[config.mk]
export PLATFORM = sky130hd
export DESIGN_NAME = ps2_key_sequencer
export DESIGN_NICKNAME = d
export VERILOG_FILES = /design/src/rtl/ps2_key_sequencer.sv
export SDC_FILE = /design/constraint.sdc
export NUM_CORES = 1
export LEC_CHECK = 0
export BUFFER_PORTS_ARGS = -buffer_cell sky130_fd_sc_hd__buf_2
export CAP_MARGIN = 20
export CORE_UTILIZATION = 58
export DETAILED_ROUTE_END_ITERATION = 10
export PLACE_DENSITY = 0.8
export SKIP_CTS_REPAIR_TIMING = 1
export SLEW_MARGIN = 25
export SYNTH_ARGS = -nofsm -noshare
export SYNTH_HDL_FRONTEND = slang
export SYNTH_SLANG_ARGS = --single-unit
[constraint.sdc]
create_clock -name clk_i -period 3.1 [get_ports clk_i]
set_clock_uncertainty 0.05 [all_clocks]
set_input_delay 0.62 -clock clk_i [delete_from_list [all_inputs] [get_ports clk_i]]
set_output_delay 0.62 -clock clk_i [all_outputs]
set_load 0.005 [all_outputs]
[src/rtl/ps2_key_sequencer.sv]
// ps2_key_sequencer
//
// Sits between a byte-level PS/2 receiver and a scan-code-to-ASCII decoder.
// Raw scan-code bytes pass through a prefix FSM that tracks E0 (extended) and
// F0 (break). Each complete make code is shown to the decoder for exactly one
// cycle as a 10-bit {ext, brk, code} word. Between make codes, key_code_o
// holds the neutral word 10'h300, which the decoder ignores. Break sequences
// are consumed without emitting anything. ASCII results from the decoder go
// into a show-ahead FIFO that the CPU drains with rd_en_i.
//
// Ports:
//   clk_i              system clock, rising edge
//   rst_i              synchronous active-high reset
//   ps2_byte_valid_i   one-cycle strobe qualifying ps2_byte_i
//   ps2_byte_i         raw scan-code byte
//   key_code_o         decoder input word {ext, brk, code}, idles at 10'h300
//   ascii_valid_i      decoder result strobe
//   ascii_in_i         decoder ASCII result
//   rd_en_i            CPU pop strobe
//   rd_data_o          FIFO head (show-ahead)
//   empty_o / full_o   FIFO status
//   count_o            FIFO occupancy
//   overflow_o         sticky; a character was dropped while full
//   clr_ovf_i          clears overflow_o (a new overflow in the same cycle wins)

module ps2_key_sequencer #(
    parameter int unsigned DEPTH       = 8,
    parameter int unsigned TIMEOUT_CYC = 100000
) (
    input  logic                       clk_i,
    input  logic                       rst_i,
    input  logic                       ps2_byte_valid_i,
    input  logic [7:0]                 ps2_byte_i,
    output logic [9:0]                 key_code_o,
    input  logic                       ascii_valid_i,
    input  logic [7:0]                 ascii_in_i,
    input  logic                       rd_en_i,
    output logic [7:0]                 rd_data_o,
    output logic                       empty_o,
    output logic                       full_o,
    output logic [$clog2(DEPTH):0]     count_o,
    output logic                       overflow_o,
    input  logic                       clr_ovf_i
);

    localparam int unsigned AW = $clog2(DEPTH);
    localparam int unsigned TW = (TIMEOUT_CYC > 1) ? $clog2(TIMEOUT_CYC) : 1;

    localparam logic [9:0]    KeyIdle  = 10'h300;
    localparam logic [TW-1:0] TmoLimit = TW'(TIMEOUT_CYC - 1);
    localparam logic [AW:0]   CntFull  = (AW + 1)'(DEPTH);

    // ------------------------------------------------------------------
    // Prefix FSM
    // ------------------------------------------------------------------
    typedef enum logic [1:0] {
        StIdle,
        StExt,
        StBrk,
        StExtBrk
    } state_e;

    state_e        state_q, state_d;
    logic [TW-1:0] tmo_q, tmo_d;
    logic [9:0]    key_code_q, key_code_d;

    // Bytes with no meaning as a key press (BAT result, ACK, echo, resend,
    // errors, Pause prefix) are dropped while idle.
    function automatic logic is_ignored(input logic [7:0] b);
        logic ign;
        case (b)
            8'hAA, 8'hFA, 8'hEE, 8'hFE, 8'h00, 8'hFF, 8'hE1: ign = 1'b1;
            default:                                          ign = 1'b0;
        endcase
        return ign;
    endfunction

    always_comb begin
        state_d    = state_q;
        tmo_d      = tmo_q;
        key_code_d = KeyIdle;

        if (ps2_byte_valid_i) begin
            tmo_d = '0;
            unique case (state_q)
                StIdle: begin
                    if (ps2_byte_i == 8'hE0) begin
                        state_d = StExt;
                    end else if (ps2_byte_i == 8'hF0) begin
                        state_d = StBrk;
                    end else if (!is_ignored(ps2_byte_i)) begin
                        key_code_d = {2'b00, ps2_byte_i};
                    end
                end
                StExt: begin
                    if (ps2_byte_i == 8'hF0) begin
                        state_d = StExtBrk;
                    end else if (ps2_byte_i != 8'hE0) begin
                        key_code_d = {2'b10, ps2_byte_i};
                        state_d    = StIdle;
                    end
                end
                StBrk, StExtBrk: begin
                    // Released key code: swallowed.
                    state_d = StIdle;
                end
                default: state_d = StIdle;
            endcase
        end else if (state_q != StIdle) begin
            // A stalled prefix (lost byte) must not poison the next key.
            if (tmo_q == TmoLimit) begin
                state_d = StIdle;
                tmo_d   = '0;
            end else begin
                tmo_d = tmo_q + 1'b1;
            end
        end else begin
            tmo_d = '0;
        end
    end

    always_ff @(posedge clk_i) begin
        if (rst_i) begin
            state_q    <= StIdle;
            tmo_q      <= '0;
            key_code_q <= KeyIdle;
        end else begin
            state_q    <= state_d;
            tmo_q      <= tmo_d;
            key_code_q <= key_code_d;
        end
    end

    assign key_code_o = key_code_q;

    // ------------------------------------------------------------------
    // Character FIFO
    // ------------------------------------------------------------------
    logic [7:0]    mem_q [DEPTH];
    logic [AW-1:0] wr_ptr_q, wr_ptr_d;
    logic [AW-1:0] rd_ptr_q, rd_ptr_d;
    logic [AW:0]   count_q, count_d;
    logic          ovf_q, ovf_d;
    logic          empty, full;
    logic          push_ok, pop_ok;

    assign empty = (count_q == '0);
    assign full  = (count_q == CntFull);

    // When full, a simultaneous pop frees the slot the push needs.
    assign pop_ok  = rd_en_i & ~empty;
    assign push_ok = ascii_valid_i & (~full | rd_en_i);

    always_comb begin
        wr_ptr_d = wr_ptr_q;
        rd_ptr_d = rd_ptr_q;
        count_d  = count_q;
        ovf_d    = ovf_q;

        if (push_ok) begin
            wr_ptr_d = wr_ptr_q + 1'b1;
        end
        if (pop_ok) begin
            rd_ptr_d = rd_ptr_q + 1'b1;
        end

        unique case ({push_ok, pop_ok})
            2'b10:   count_d = count_q + 1'b1;
            2'b01:   count_d = count_q - 1'b1;
            default: count_d = count_q;
        endcase

        if (clr_ovf_i) begin
            ovf_d = 1'b0;
        end
        if (ascii_valid_i && full && !rd_en_i) begin
            ovf_d = 1'b1;
        end
    end

    always_ff @(posedge clk_i) begin
        if (rst_i) begin
            wr_ptr_q <= '0;
            rd_ptr_q <= '0;
            count_q  <= '0;
            ovf_q    <= 1'b0;
        end else begin
            wr_ptr_q <= wr_ptr_d;
            rd_ptr_q <= rd_ptr_d;
            count_q  <= count_d;
            ovf_q    <= ovf_d;
        end
    end

    // Storage needs no reset; contents are unreachable until written.
    always_ff @(posedge clk_i) begin
        if (push_ok) begin
            mem_q[wr_ptr_q] <= ascii_in_i;
        end
    end

    assign rd_data_o  = mem_q[rd_ptr_q];
    assign empty_o    = empty;
    assign full_o     = full;
    assign count_o    = count_q;
    assign overflow_o = ovf_q;

endmodule

== Word-level counts from Yosys, hierarchy flattened ==
Memories as Yosys holds them, arrays and structs flattened. A register that Yosys moved wholly into a read port is not among the register bits.
Cells that the tools add are included.

* Flip-flop bits (word level): 40
* Bits in latches: 0
* RAM bits: 64
* Bits in read-only memories: 0
* Bits of input ports: 22
* Output and inout bits: 25
* Word-level logic and storage cells: 80
* Memories: 1

{| class="wikitable"
|+ Memories
! name !! words !! width !! read ports !! clocked after memory_dff !! write ports !! line !! text
|-
| mem_q || 8 || 8 || 1 || 1 || 1 || 139 || <nowiki>logic [7:0] mem_q [DEPTH];</nowiki>
|}

* Add/sub/neg operators: 5
* $mul: 0
* Divide/modulo/power cells: 0
* $lt $le $gt $ge: 0
* Equal/unequal tests: 18
* Shifts and indexed selects: 0
* Mux-type cells: 26
* Bitwise logic cells: 7
* Reductions and logical operators: 16

{| class="wikitable"
|+ Operator list
! cell !! number
|-
| 8-bit equality test (second input constant) || 8
|-
| 10-bit 2-to-1 mux || 3
|-
| 10-bit one-hot mux with 2 select lines || 1
|-
| 9-bit 2-to-1 mux || 2
|-
| 17-bit by 1-bit adder with 17-bit output (second input constant) || 1
|-
| 17-bit equality test (second input constant) || 1
|-
| 2-bit 2-to-1 mux || 7
|-
| 2-bit nonzero test || 5
|-
| 1-bit 2-to-1 mux || 9
|-
| 8-bit zero test || 1
|-
| 4-bit inequality test (second input constant) || 2
|-
| 8-bit inequality test (second input constant) || 1
|-
| 4-bit one-hot mux with 2 select lines || 1
|-
| 7-bit OR reduction || 1
|-
| 3-bit by 1-bit adder with 3-bit output (second input constant) || 2
|-
| 2-bit equality test (second input constant) || 3
|-
| 3-bit 2-to-1 mux || 2
|-
| 2-bit one-hot mux with 3 select lines || 1
|-
| 4-bit by 1-bit adder with 4-bit output (second input constant) || 1
|-
| 2-bit by 1-bit equality test with 1-bit output (second input constant) || 2
|-
| 4-bit equality test (second input constant) || 1
|-
| 4-bit zero test || 1
|-
| 1-bit inverter || 4
|-
| 4-bit AND reduction || 1
|-
| 8 further kinds || 11
|}

== Longest topological paths before layout ==
* Depth in word-level cells: 11
* Mapped depth: 10
* Depth with buffers taken out: 10

== Worst setup path before layout ==
Ideal clock, no wire load.

* Path type: input-to-reg
* Start point: input rd_en_i
* End point: register count_q[3] (netlist: count_o[3])
* Library setup time: 0.070 ns
* Arrival: 2.266 ns
* Data required time: 2.980 ns
* Setup slack: 0.715 ns
* Stages on the path: 9
* Buffers on the path: 0
* Cell sequence: nand3b_1 -> nand2_1 -> ha_1 -> ha_1 -> a21o_1 -> a21oi_1 -> xnor2_1 -> or3_1 -> a21oi_1

* Word-level cells in the longest chain between the ends: 4
* Elaborated cells between the ends (all ways): 7
* Those cells by class: eq/ne (2); mux (1); bitwise (3); reduce/logical (1)

{| class="wikitable"
|+ RTL lines
! what !! line !! text
|-
| start: declaration || 37 || <nowiki>input logic rd_en_i,</nowiki>
|-
| 1-bit OR || 152 || <nowiki>assign push_ok = ascii_valid_i & (~full | rd_en_i);</nowiki>
|-
| 1-bit bitwise AND || 152 ||
|-
| 2-bit by 1-bit equality test with 1-bit output / 2-bit equality test (equally long branches) || 167 || <nowiki>unique case ({push_ok, pop_ok})</nowiki>
|-
| 4-bit one-hot mux with 2 select lines / 2-bit nonzero test (equally long branches) || -- ||
|-
| end signal: assignment || 190 || <nowiki>count_q <= count_d;</nowiki>
|-
| end: declaration || 142 || <nowiki>logic [AW:0] count_q, count_d;</nowiki>
|}

Parallel ways exist; a longest one is shown, timed or not.
A chain may end at the register's enable or synchronous reset.

==> results.json <==
{
  "status": "complete, no violations",
  "crit_path_max_incr_delay_ns": 0.54,
  "syn_inst": 311,
  "vias": 2637,
  "yosysSeqAreaShare_pct": 64.33,
  "end_kind": "output pin",
  "ys_seq_elements": 107,
  "synth-main-ff-cell": "edfxtp_1",
  "worstMarginPinSlew_ns": 0.6828,
  "worst_slew_margin_rel_pct": 54.38,
  "cap_violations": 0,
  "hold_depth": 1,
  "syn_to_final_growth_pct": 13.36,
  "grt_overflow": 0,
  "placed_area_mm2": 0.004713,
  "grt_max_degree": 21,
  "fin_crit_sh_pct": 84.74,
  "hold_class": "reg2reg",
  "clock_latency_ns": 0.37,
  "cts.reportedPaths.clkPinSlew_ns": 0.09,
  "grt_pass1_wl_um": 12240,
  "cp_top_family": "multiplexers",
  "fin_area_mm2": 0.004903,
  "cp_max_fo": 16,
  "postSynth.asyncResetShare_pct": 0,
  "path_cells": "buf_4, mux4_2, mux2_2, buf_2",
  "gp_congestion": 0.7723,
  "crit_required_ns": 2.43,
  "hold_start": "tmo_q[0]",
  "reg2reg_from": "count_o[0]",
  "synth_most_common_cell": "edfxtp_1",
  "nets": 398,
  "die_h_um": 88.36,
  "fmax_ghz": 0.3807,
  "worst-path-buf-inv": 2,
  "initial_utilization_pct": 59.95,
  "period_minus_slack_ns": 2.627,
  "finalSetupViolCount": 0,
  "drive_above_1_share_pct": 27.27,
  "cp_slowest_cell": "mux4_2",
  "vdd.ir_drop.worst_mv": 0.3809,
  "antennaDiodeCount": 0,
  "rows": 31,
  "first_global_vias": 2588,
  "synth-edff-count": 64,
  "cts.sinks": 107,
  "firstDrtPassIters": 4,
  "yosysTopAreaCellShare_pct": 44.43,
  "synth_area_leaders": "edfxtp_1, dfxtp_1, mux4_2",
  "synth_cell_type_count": 43,
  "core_area_mm2": 0.007214,
  "final_max_slew_viol_count": 0,
  "leakagePower_uw": 0.001698,
  "hold_viol_final": 0,
  "cts-root-buf": "clkbuf_8",
  "cts-htree-levels": 3,
  "drt_iter0_drc": 148,
  "clockBufferDepth": 2,
  "fp.dieW_um": 88.36,
  "whs_endpoint": "tmo_q[0]",
  "rsz0062_at_grt": "false",
  "rr_worst_depth": 10,
  "wirelength_um": 7552,
  "postRouteAntennaNets": 0,
  "netlist_top_cells_count": "edfxtp_1, dfxtp_1, nor2_1",
  "grtUsageTotal_pct": 21.30,
  "ioPinCount": 47,
  "setup_tns_ns": 0,
  "r2r_setup_slack_ns": 0.54,
  "cts_tree": "done",
  "hpwl_um": 5038,
  "die_area_mm2": 0.007807,
  "syn_avg_cell_area_um2": 13.91,
  "cts_buffers": 9,
  "syn_nets": 340,
  "wl_per_cell_um": 15.97,
  "power_density_mw_per_mm2": 635.5,
  "syn-cell-area_mm2": 0.004325,
  "antenna_found_initial": 0,
  "yosysTopAreaCell": "edfxtp_1",
  "io_buffer_count": 46,
  "drcViolationCount": 0,
  "timing.rr.end": "count_o[3]",
  "yosys_warnings": 0,
  "viasPerCell": 5.575,
  "arrival_ns": 1.96,
  "crit_type": "reg2out",
  "setup.worst_path.start_class": "flip-flop"
}
==> cell type report <==
cell class / instances / area (um2)
clock buffers: 9 / 123.9
clock inverters: 7 / 66.31
fillers: 549 / 2311
inverters: 5 / 18.77
multi-input cells: 189 / 1475
flip-flops and latches: 107 / 2783
well taps: 99 / 123.9
repair buffers: 57 / 312.8
==> logic make-up (layout without fill, tap and decap cells) <==
family	count (synthesis)	in the layout	synth area share [%]
compound gates	20	20	3.037
mux	24	24	10.41
buf+inv	15	78	1.562
fa+ha+maj	7	7	2.198
xor+xnor	23	23	4.657
simple gates	115	115	13.80
flops	107	107	64.33
==> flip-flops by register name, indices dropped and copies added (netlist names), named ones only <==
signal and flops:
state_q 2, overflow_o 1, rd_ptr_q 3, wr_ptr_q 3
key_code_o 10, mem_q 64, tmo_q 17, count_o 4
==> worst register-to-register path: stages (launching register included) <==
cell and delay [ns]:
dfxtp_1 0.39, nor3_1 0.26, nand3b_1 0.18, nand2_1 0.26
ha_1 0.25, ha_1 0.25, a21o_1 0.17, a21oi_1 0.17
xnor2_1 0.09, or3_1 0.31, a21oi_1 0.14
==> metrics by stage <==
step	power (uW)	setup WS (ns)	hold slack (ns)	util, %	cells
3_3_place_gp	2323	0.5203	0.3774	65.23	456
4_1_cts	3138	0.4384	0.4128	67.97	473
3_5_place_dp	2352	0.4181	0.3971	65.33	457
5_1_grt	3272	0.3366	0.4343	67.97	473
2_1_floorplan	2140	0.7146	0.3676	-	311
6_report	3116	0.4731	0.4043	67.97	473
==> worst max-delay path by stage <==
stage                     cells after the start  slack [ns]            to
after floorplan                               9        0.71    count_o[3]
after global placement                       10        0.52    count_o[3]
after detailed placement                     10        0.42    count_o[3]
after CTS                                     4        0.44  rd_data_o[1]
after global routing                         10        0.34    count_o[3]
final                                         4        0.47  rd_data_o[1]
==> placed cells by master (no fill, tap or decap), drive strengths merged, types with 3 or more instances in the layout <==
cell type	synthesis	routed
xor2	9	9
a21oi	8	8
nand3b	3	3
inv	5	8
nor3	9	9
mux4	16	16
nor4	6	6
ha	6	6
nor2	39	39
nand3	11	11
or3	4	4
buf	7	57
clkbuf	3	9
nand2b	4	4
nand2	14	14
o21ai	3	3
and3	6	6
and4	5	5
nand4	4	4
mux2	8	8
xnor2	14	14
clkinv	0	4
edfxtp	64	64
dfxtp	43	43
==> power breakdown <==
| part | internal (uW) | leakage, uW | switching, uW |
|---|---|---|---|
| Sequential | 1590 | 0.000931 | 59.6 |
| Combinational | 352 | 0.000670 | 315 |
| Clock | 312 | 0.0000978 | 492 |
| Total | 2250 | 0.00170 | 867 |
==> routing by layer <==
metal / vias up / GRT usage [%] / routed length [um]
met5: - / 0 / 0
met4: 0 / 10.70 / 134
met3: 11 / 4.011 / 362
met2: 66 / 34.41 / 3701
met1: 1280 / 27.79 / 3353
li1: 1280 / - / -
No activity file was read; power rests on OpenSTA's default activity.
